--- src/rtl/psum_requant.sv ---
`default_nettype none
// ============================================================================
//  Module   : psum_requant
//  Purpose  : Accumulates cfg_num_tiles adder-tree sums into one output-pixel
//             partial sum, adds a per-channel bias, requantizes the result
//             (multiply, rounding right-shift, saturate) to a signed OUT_W
//             activation and offers it through a 2-entry output buffer.
//  Ports    : clk, rst (async, active high)
//             sum_in/sum_valid            tree sums, no backpressure
//             cfg_num_tiles/bias/mult/shift  per-output config (shadowed)
//             q_out/q_valid/q_ready       valid/ready result stream
//             busy, overflow (sticky drop indicator)
//  Config   : PSUM_RELU_EN - when defined, the saturation lower bound is 0
//  Revision : 1.0 - initial release
// ============================================================================
module psum_requant #(
  parameter int ACC_W  = 48,
  parameter int MUL_W  = 16,
  parameter int OUT_W  = 8,
  parameter int TILE_W = 8
) (
  input  logic              clk,
  input  logic              rst,
  input  logic [ACC_W-1:0]  sum_in,
  input  logic              sum_valid,
  input  logic [TILE_W-1:0] cfg_num_tiles,
  input  logic [ACC_W-1:0]  cfg_bias,
  input  logic [MUL_W-1:0]  cfg_mult,
  input  logic [5:0]        cfg_shift,
  output logic [OUT_W-1:0]  q_out,
  output logic              q_valid,
  input  logic              q_ready,
  output logic              busy,
  output logic              overflow
);

  localparam int P_W = ACC_W + MUL_W + 1;  // product width
  localparam int R_W = P_W + 1;            // headroom for the rounding add

  localparam logic signed [R_W-1:0] C_HI = {{(R_W-OUT_W+1){1'b0}}, {(OUT_W-1){1'b1}}};
`ifdef PSUM_RELU_EN
  localparam logic signed [R_W-1:0] C_LO = '0;
`else
  localparam logic signed [R_W-1:0] C_LO = {{(R_W-OUT_W+1){1'b1}}, {(OUT_W-1){1'b0}}};
`endif

  // Accumulate stage state and config shadows
  logic [TILE_W-1:0] tile_cnt_q, tile_cnt_d;
  logic [ACC_W-1:0]  acc_q, acc_d;
  logic [TILE_W-1:0] n_q, n_d;
  logic [ACC_W-1:0]  bias_q, bias_d;
  logic [MUL_W-1:0]  mult_q, mult_d;
  logic [5:0]        shift_q, shift_d;
  logic [ACC_W-1:0]  s1_q, s1_d;
  logic              s1_v_q, s1_v_d;
  logic [MUL_W-1:0]  s1_mult_q, s1_mult_d;
  logic [5:0]        s1_shift_q, s1_shift_d;
  // Multiply and round stages
  logic [P_W-1:0]    s2_q;
  logic              s2_v_q;
  logic [5:0]        s2_shift_q;
  logic [OUT_W-1:0]  s3_q;
  logic              s3_v_q;
  // Output buffer
  logic [OUT_W-1:0]  head_q, head_d, tail_q, tail_d;
  logic [1:0]        cnt_q, cnt_d;
  logic              ovf_q, ovf_d;

  // On the first beat of an output the live config applies (the shadows are
  // only being loaded), so an N=1 output never sees stale shadows.
  logic              w_first, w_last;
  logic [TILE_W-1:0] w_n, w_last_idx;
  logic [ACC_W-1:0]  w_bias, w_acc_base, w_acc_sum;
  logic [MUL_W-1:0]  w_mult;
  logic [5:0]        w_shift;

  assign w_first    = (tile_cnt_q == '0);
  assign w_n        = w_first ? cfg_num_tiles : n_q;
  assign w_last_idx = (w_n == '0) ? '0 : w_n - TILE_W'(1);
  assign w_last     = (tile_cnt_q == w_last_idx);
  assign w_bias     = w_first ? cfg_bias  : bias_q;
  assign w_mult     = w_first ? cfg_mult  : mult_q;
  assign w_shift    = w_first ? cfg_shift : shift_q;
  assign w_acc_base = w_first ? '0 : acc_q;
  assign w_acc_sum  = w_acc_base + sum_in;

  always_comb begin
    tile_cnt_d = tile_cnt_q;
    acc_d      = acc_q;
    n_d        = n_q;
    bias_d     = bias_q;
    mult_d     = mult_q;
    shift_d    = shift_q;
    s1_d       = s1_q;
    s1_v_d     = 1'b0;
    s1_mult_d  = s1_mult_q;
    s1_shift_d = s1_shift_q;
    if (sum_valid) begin
      if (w_first) begin
        n_d     = cfg_num_tiles;
        bias_d  = cfg_bias;
        mult_d  = cfg_mult;
        shift_d = cfg_shift;
      end
      if (w_last) begin
        s1_d       = w_acc_sum + w_bias;
        s1_v_d     = 1'b1;
        s1_mult_d  = w_mult;   // mult/shift travel with the data
        s1_shift_d = w_shift;
        acc_d      = '0;
        tile_cnt_d = '0;
      end else begin
        acc_d      = w_acc_sum;
        tile_cnt_d = tile_cnt_q + TILE_W'(1);
      end
    end
  end

  // Signed multiply by the zero-extended unsigned multiplier
  logic signed [P_W-1:0] w_s1_x, w_m_x, w_prod;
  assign w_s1_x = P_W'($signed(s1_q));
  assign w_m_x  = P_W'({1'b0, s1_mult_q});
  assign w_prod = w_s1_x * w_m_x;

  // Round half toward +inf, arithmetic shift, then clamp
  logic signed [R_W-1:0] w_s2_x, w_rnd, w_r;
  logic [OUT_W-1:0]      w_sat;
  assign w_s2_x = R_W'($signed(s2_q));
  assign w_rnd  = (s2_shift_q == 6'd0) ? '0 : (R_W'(1) << (s2_shift_q - 6'd1));
  assign w_r    = (w_s2_x + w_rnd) >>> s2_shift_q;

  always_comb begin
    w_sat = w_r[OUT_W-1:0];
    if (w_r > C_HI)      w_sat = C_HI[OUT_W-1:0];
    else if (w_r < C_LO) w_sat = C_LO[OUT_W-1:0];
  end

  // Output buffer: a push while full is still accepted if the head pops
  logic w_pop, w_push, w_accept;
  assign w_pop    = (cnt_q != 2'd0) && q_ready;
  assign w_push   = s3_v_q;
  assign w_accept = w_push && ((cnt_q != 2'd2) || w_pop);

  always_comb begin
    head_d = head_q;
    tail_d = tail_q;
    cnt_d  = cnt_q;
    ovf_d  = ovf_q | (w_push & ~w_accept);
    case ({w_pop, w_accept})
      2'b10: begin
        head_d = tail_q;
        cnt_d  = cnt_q - 2'd1;
      end
      2'b01: begin
        if (cnt_q == 2'd0) head_d = s3_q;
        else               tail_d = s3_q;
        cnt_d = cnt_q + 2'd1;
      end
      2'b11: begin
        if (cnt_q == 2'd1) begin
          head_d = s3_q;
        end else begin
          head_d = tail_q;
          tail_d = s3_q;
        end
      end
      default: ;
    endcase
  end

  always_ff @(posedge clk or posedge rst) begin
    if (rst) begin
      tile_cnt_q <= '0;
      acc_q      <= '0;
      n_q        <= '0;
      bias_q     <= '0;
      mult_q     <= '0;
      shift_q    <= '0;
      s1_q       <= '0;
      s1_v_q     <= 1'b0;
      s1_mult_q  <= '0;
      s1_shift_q <= '0;
      s2_q       <= '0;
      s2_v_q     <= 1'b0;
      s2_shift_q <= '0;
      s3_q       <= '0;
      s3_v_q     <= 1'b0;
      head_q     <= '0;
      tail_q     <= '0;
      cnt_q      <= '0;
      ovf_q      <= 1'b0;
    end else begin
      tile_cnt_q <= tile_cnt_d;
      acc_q      <= acc_d;
      n_q        <= n_d;
      bias_q     <= bias_d;
      mult_q     <= mult_d;
      shift_q    <= shift_d;
      s1_q       <= s1_d;
      s1_v_q     <= s1_v_d;
      s1_mult_q  <= s1_mult_d;
      s1_shift_q <= s1_shift_d;
      s2_q       <= w_prod;
      s2_v_q     <= s1_v_q;
      s2_shift_q <= s1_shift_q;
      s3_q       <= w_sat;
      s3_v_q     <= s2_v_q;
      head_q     <= head_d;
      tail_q     <= tail_d;
      cnt_q      <= cnt_d;
      ovf_q      <= ovf_d;
    end
  end

  assign q_out    = head_q;
  assign q_valid  = (cnt_q != 2'd0);
  assign overflow = ovf_q;
  assign busy     = (tile_cnt_q != '0) | s1_v_q | s2_v_q | s3_v_q | (cnt_q != 2'd0);

endmodule
`default_nettype wire
--- config.mk ---
export PLATFORM = sky130hd
export DESIGN_NAME = psum_requant
export DESIGN_NICKNAME = d
export VERILOG_FILES = /design/src/rtl/psum_requant.sv
export SDC_FILE = /design/constraint.sdc
export NUM_CORES = 2
export LEC_CHECK = 0
export ABC_AREA = 1
export CAP_MARGIN = 20
export CORE_MARGIN = 3
export CORE_UTILIZATION = 55
export DETAILED_ROUTE_END_ITERATION = 6
export GPL_TIMING_DRIVEN = 0
export HOLD_SLACK_MARGIN = 0.08
export PLACE_DENSITY = 0.72
export SLEW_MARGIN = 25
export SYNTH_ARGS = -nofsm -noshare
export SYNTH_HDL_FRONTEND = slang
export SYNTH_SLANG_ARGS = --single-unit
--- constraint.sdc ---
create_clock -name clk -period 19.8 [get_ports clk]
set_clock_uncertainty 0.2 [all_clocks]
set_input_delay 2.97 -clock clk [delete_from_list [all_inputs] [get_ports clk]]
set_output_delay 2.97 -clock clk [all_outputs]
set_load 0.01 [all_outputs]
Word level (Yosys, flattened, before mapping)
Index checks and enable logic that the tools add are counted.
{"block": "op_classes", "n_addsub": 8, "mul": 1, "div": 0, "order_cmp": 2, "n_eq_ne": 9, "shifts": 2, "mux": 20, "bitwise": 7, "n_reduce_logical": 15}
{"operator": "$mux W48", "count": 3}
{"operator": "$add A48 B48 Y48", "count": 2}
{"operator": "$mux W8", "count": 9}
{"operator": "$add A65 B66 Y66", "count": 1}
{"operator": "$gt A66 B8 Y1 const B", "count": 1}
{"operator": "$lt A66 B8 Y1 const B", "count": 1}
{"operator": "$mux W66", "count": 1}
{"operator": "$shl A1 B6 Y66 const A", "count": 1}
{"operator": "$sshr A66 B6 Y66", "count": 1}
{"operator": "$mul A48 B17 Y65", "count": 1}
{"operator": "$pmux W8 S3", "count": 1}
{"operator": "$logic_not A8 Y1", "count": 2}
{"operator": "$mux W16", "count": 1}
{"operator": "$pmux W8 S2", "count": 1}
{"operator": "$add A8 B1 Y8 const B", "count": 1}
{"operator": "$eq A8 B8 Y1", "count": 1}
{"operator": "$ne A2 B2 Y1 const B", "count": 4}
{"operator": "$reduce_bool A8 Y1", "count": 1}
{"operator": "$sub A8 B1 Y8 const B", "count": 1}
{"operator": "$logic_not A6 Y1", "count": 1}
{"operator": "$mux W6", "count": 1}
{"operator": "$reduce_bool A2 Y1", "count": 3}
{"operator": "$sub A6 B1 Y6 const B", "count": 1}
{"operator": "$or A1 B1 Y1", "count": 5}
{"operator": "14 further kinds", "count": 19}
{"block": "word_totals", "ff_bits": 305, "latch_bits": 0, "ramBits": 0, "mem_bits_ro": 0, "inputBits": 130, "elab_cells": 83, "memories": 0}

Logic depth before layout (Yosys ltp)
{"block": "depth", "ltp_word": 8, "depth_mapped": 44}

Worst setup path before layout
OpenSTA, ideal clock, no wires.
{"block": "synth_timing", "kind": "input-to-reg", "from": "input sum_in[0]", "to": "register s1_q[46]", "setup_time_ns": 0.116, "t_arrival_ns": 7.342, "setup_slack_ns": 12.141, "cell_stages": 32, "path_buffers": 0, "cell_sequence": "ha_1 > fa_1 > nand3_1 > nand2_1 > a31oi_1 > o21ai_0 > a21oi_1 > o21ai_0 > a21oi_1 > inv_1 > a21oi_1 > o21a_1 > o21ai_0 > xor2_1 > ha_1 > nand2_1 > nor2_1 > inv_1 > nor2_1 > inv_1 > a21oi_1 > nor2_1 > a21boi_0 > o21ai_0 > nand3_1 > nand2_1 > a21oi_1 > o21bai_1 > a21oi_1 > xnor2_1 > nand2_1 > nand2_1"}
{"block": "synth_via", "elab_chain_len": 2}
{"element": "start: declaration", "line_no": "24", "source": "input logic [ACC_W-1:0] sum_in,"}
{"element": "$add A48 B48 Y48", "line_no": "85", "source": "assign w_acc_sum = w_acc_base + sum_in;"}
{"element": "$add A48 B48 Y48", "line_no": "106", "source": "s1_d = w_acc_sum + w_bias;"}
{"element": "end signal: assignment", "line_no": "179", "source": "s1_q <= '0;"}
{"element": "end signal: assignment", "line_no": "199", "source": "s1_q <= s1_d;"}
{"element": "end: declaration", "line_no": "54", "source": "logic [ACC_W-1:0] s1_q, s1_d;"}
Every way passes these cells.
A chain may end at the register's enable or synchronous reset.

Final worst setup path
{"block": "layout_timing", "from": "register tile_cnt_q[1]", "to": "register s1_q[44]"}
{"block": "layout_via", "elab_chain_len": 6, "elab_cells_between_ends": 11}
{"element": "start: declaration", "line_no": "48", "source": "logic [TILE_W-1:0] tile_cnt_q, tile_cnt_d;"}
{"element": "start signal: assignment", "line_no": "193", "source": "tile_cnt_q <= tile_cnt_d;"}
{"element": "parallel branches: the longest is 6 deep, another holds $add A48 B48 Y48"}
Parallel ways; which one is timed is not known.

==> results.yml <==
worst_setup_path:
  criticalPathCategory: "register to register"
  arrival_ns: 10.13
  cp_max_fo: 10
  cpPeakStageDelay_ns: 0.76
  path_buf_inv: 7
  critPathLaunchType: "register"
  reg2reg_depth: 36
  crit_family: "compound AO/OA/AOI/OAI gates"
  regToRegEndpoint: "s1_q[44]"
  crit_top_cell: "a21oi_1"
  cp-end-kind: "register"
  required_ns: 20.07
  reg2reg_slack_ns: 9.95
  r2r-start: "tile_cnt_q[1]"
  cp_slowest_cell: "clkbuf_1"
finish:
  layout-drive-gt1-share: 0.0183
  syn_to_final_growth_pct: 8.24
  design_area_um2: 59600
  fin_nets: 9502
yosys:
  synth_fa_ha_area_frac: 0.332
  synth-simple-area-share: 0.274
  synthTopCellsByArea: "fa_1 (26%), nand2_1 (17%), dfrtp_1 (14%)"
  synth_xor_area_frac: 0.0312
  ys_async_sr_fraction: 1.00
  yosysSeqAreaShare: 0.139
  synthCells: 8158
  synthMostInstantiatedCell: "nand2_1"
  synth_nets: 9318
  synth_top_area_frac: 0.260
  muxShareOfSynthArea: 0.00134
  synth_top_family_by_area: "adder cells"
  synth_compound_area_frac: 0.0772
  synth_warnings: 0
  yosysTopAreaCell: "fa_1"
  avgSynthCellArea_um2: 6.75
  synth_ff_type: "dfrtp_1"
  synth-seq-cells: 305
  synth_cell_types: 58
  synth_area_um2: 55100
  synthTopCellsByCount: "nand2_1 (2480), inv_1 (1764), fa_1 (716)"
  synth_edf_count: 0
floorplan:
  die_w_um: 322
  row_count: 115
  dieHeight_um: 322
  core_um2: 98900
  die-area_um2: 104000
  start_util: 0.557
  ioPinCount: 141
routing:
  wirelength_mm: 212
  drt_iter0_drc: 5598
  viasPerCell: 5.63
  vias: 54400
  wire_per_inst_um: 21.9
  firstDrtPassIters: 7
  ant_nets: 0
  route.detailed.drc: 0
timing:
  finalCritPeriodShare: 0.498
  slew_headroom: 0.204
  rsz0062_at_grt: "no"
  final-max-slew-violation-count: 0
  fin_setup_tns_ns: 0
  fin_crit_ns: 9.85
  worst_pin_slew_ns: 1.19
  hold_viol_final: 0
  setup_violations: 0
  clock.fmax_ghz: 0.101
cts:
  insertion_delay_ns: 0.63
  cts.sinks: 305
  clock_path_buffers: 3
  numCtsBuffers: 40
  cts_resized: 0
  hold_buffers: 0
  cts_setup_buffers: 0
  path_clk_slew_ns: 0.06
  htreeDepth: 2
  cts_tree: "built"
  cts_root_buffer: "clkbuf_16"
placed_design:
  io_buffers: 139
  placed_cell_area_um2: 58200
  gp_congestion: 1.05
  hpwl_mm: 181
grt:
  grt_pass1_vias: 54800
  antenna_found_initial: 3
  grt_max_degree: 99
  grt_overflow: 0
  grt_usage: 0.410
  grt_pass1_wl_mm: 319
pwr:
  p_leak_nw: 31.9
  p_per_area_nw_per_um2: 121
  peakVddDrop_mv: 0.120
job:
  drv_cap: 0
min_path:
  worst_hold_path_type: "register to register"
  hp-start: "s1_shift_q[0]"
  hold_end: "s2_shift_q[0]"
  holdPathStages: 0
outcome:
  outcome: "completed"
logic make-up (layout without fill, tap and decap cells):
group / after synthesis / after routing
and+or+nand+nor: 3715 / 3715
other: 1 / 5
muxes: 7 / 7
adders and majority gates: 1030 / 1030
DFF: 305 / 305
AOI/OAI and AO/OA: 782 / 782
xor gates and xnor gates: 196 / 196
buffers and inverters: 2122 / 2336
stage by stage:
stage / setup WS, ns / power (mW) / instances / utilization / hold slack, ns
finish: 9.95 / 7.23 / 9663 / 0.603 / 0.177
global route: 9.65 / 7.69 / 9659 / 0.603 / 0.188
CTS: 10.16 / 7.03 / 9659 / 0.603 / 0.175
detailed placement: 9.82 / 6.21 / 9587 / 0.589 / 0.161
global placement: 4.35 / 6.16 / 9584 / 0.588 / 0.158
floorplan: 8.20 / 4.36 / 8158 / - / 0.154
cell usage in the layout, fill, tap and decap left out, drive strengths merged, types with 6 or more instances in the layout:
| cell type | netlist | final |
|---|---|---|
| xnor2 | 86 | 86 |
| nand4 | 40 | 40 |
| inv | 1777 | 1781 |
| buf | 84 | 84 |
| clkbuf | 261 | 319 |
| a221oi | 6 | 6 |
| or2 | 14 | 14 |
| a31oi | 42 | 42 |
| fa | 716 | 716 |
| a21o | 6 | 6 |
| xor2 | 110 | 110 |
| nand3 | 673 | 673 |
| clkdlybuf4s50 | 0 | 139 |
| o221ai | 10 | 10 |
| clkinv | 0 | 6 |
| a21boi | 17 | 17 |
| o21ai | 352 | 352 |
| o21bai | 12 | 12 |
| nor4 | 13 | 13 |
| mux2i | 7 | 7 |
| nor2 | 447 | 447 |
| dfrtp | 305 | 305 |
| ha | 314 | 314 |
| a21oi | 294 | 294 |
| o21a | 10 | 10 |
| o211ai | 10 | 10 |
| nor3 | 31 | 31 |
| nand2 | 2485 | 2485 |
flip-flops by register name, summed over array words and instances, names as in the netlist, 8 cells and up:
signal      flops
tile_cnt_q      8
s2_q           65
s1_q           48
tail_q          8
s3_q            8
mult_q         16
acc_q          48
n_q             8
q_out           8
s1_mult_q      16
bias_q         48
per-layer routing:
| metal | global-route usage | up-vias | share of wire |
|---|---|---|---|
| li1 | - | 25000 | - |
| met1 | 0.500 | 25900 | 0.38 |
| met2 | 0.655 | 2842 | 0.44 |
| met3 | 0.0859 | 683 | 0.095 |
| met4 | 0.285 | 4 | 0.086 |
| met5 | 0 | - | 0.00015 |
final cells by class:
| cell class | instances | area, µm² |
|---|---|---|
| fillers | 9343 | 39200 |
| inverters | 1777 | 6680 |
| well taps | 1287 | 1610 |
| diodes | 4 | 10.0 |
| clock buffers | 55 | 1130 |
| flip-flops and latches | 305 | 7630 |
| multi-input cells | 5731 | 39400 |
| clock inverters | 17 | 288 |
| repair buffers | 142 | 1470 |
| plain buffers | 345 | 1410 |
how the worst max path moves through the flow:
stage	cells past startpoint	endpoint	startpoint
after global placement	2	s3_q[7]	rst
final	36	s1_q[44]	tile_cnt_q[1]
after global routing	37	s1_q[46]	tile_cnt_q[1]
after floorplan	1	acc_q[0]	rst
after CTS	36	s1_q[44]	tile_cnt_q[1]
after detailed placement	28	s1_q[44]	sum_in[2]
power by group:
| part | total (mW) | internal (mW) | switching [mW] | leakage (nW) |
|---|---|---|---|---|
| Combinational | 5.48 | 1.56 | 3.91 | 27.2 |
| Clock | 0.786 | 0.470 | 0.316 | 0.683 |
| Sequential | 0.966 | 0.841 | 0.125 | 4.04 |
Note: power is estimated with default switching activity, not from simulation.
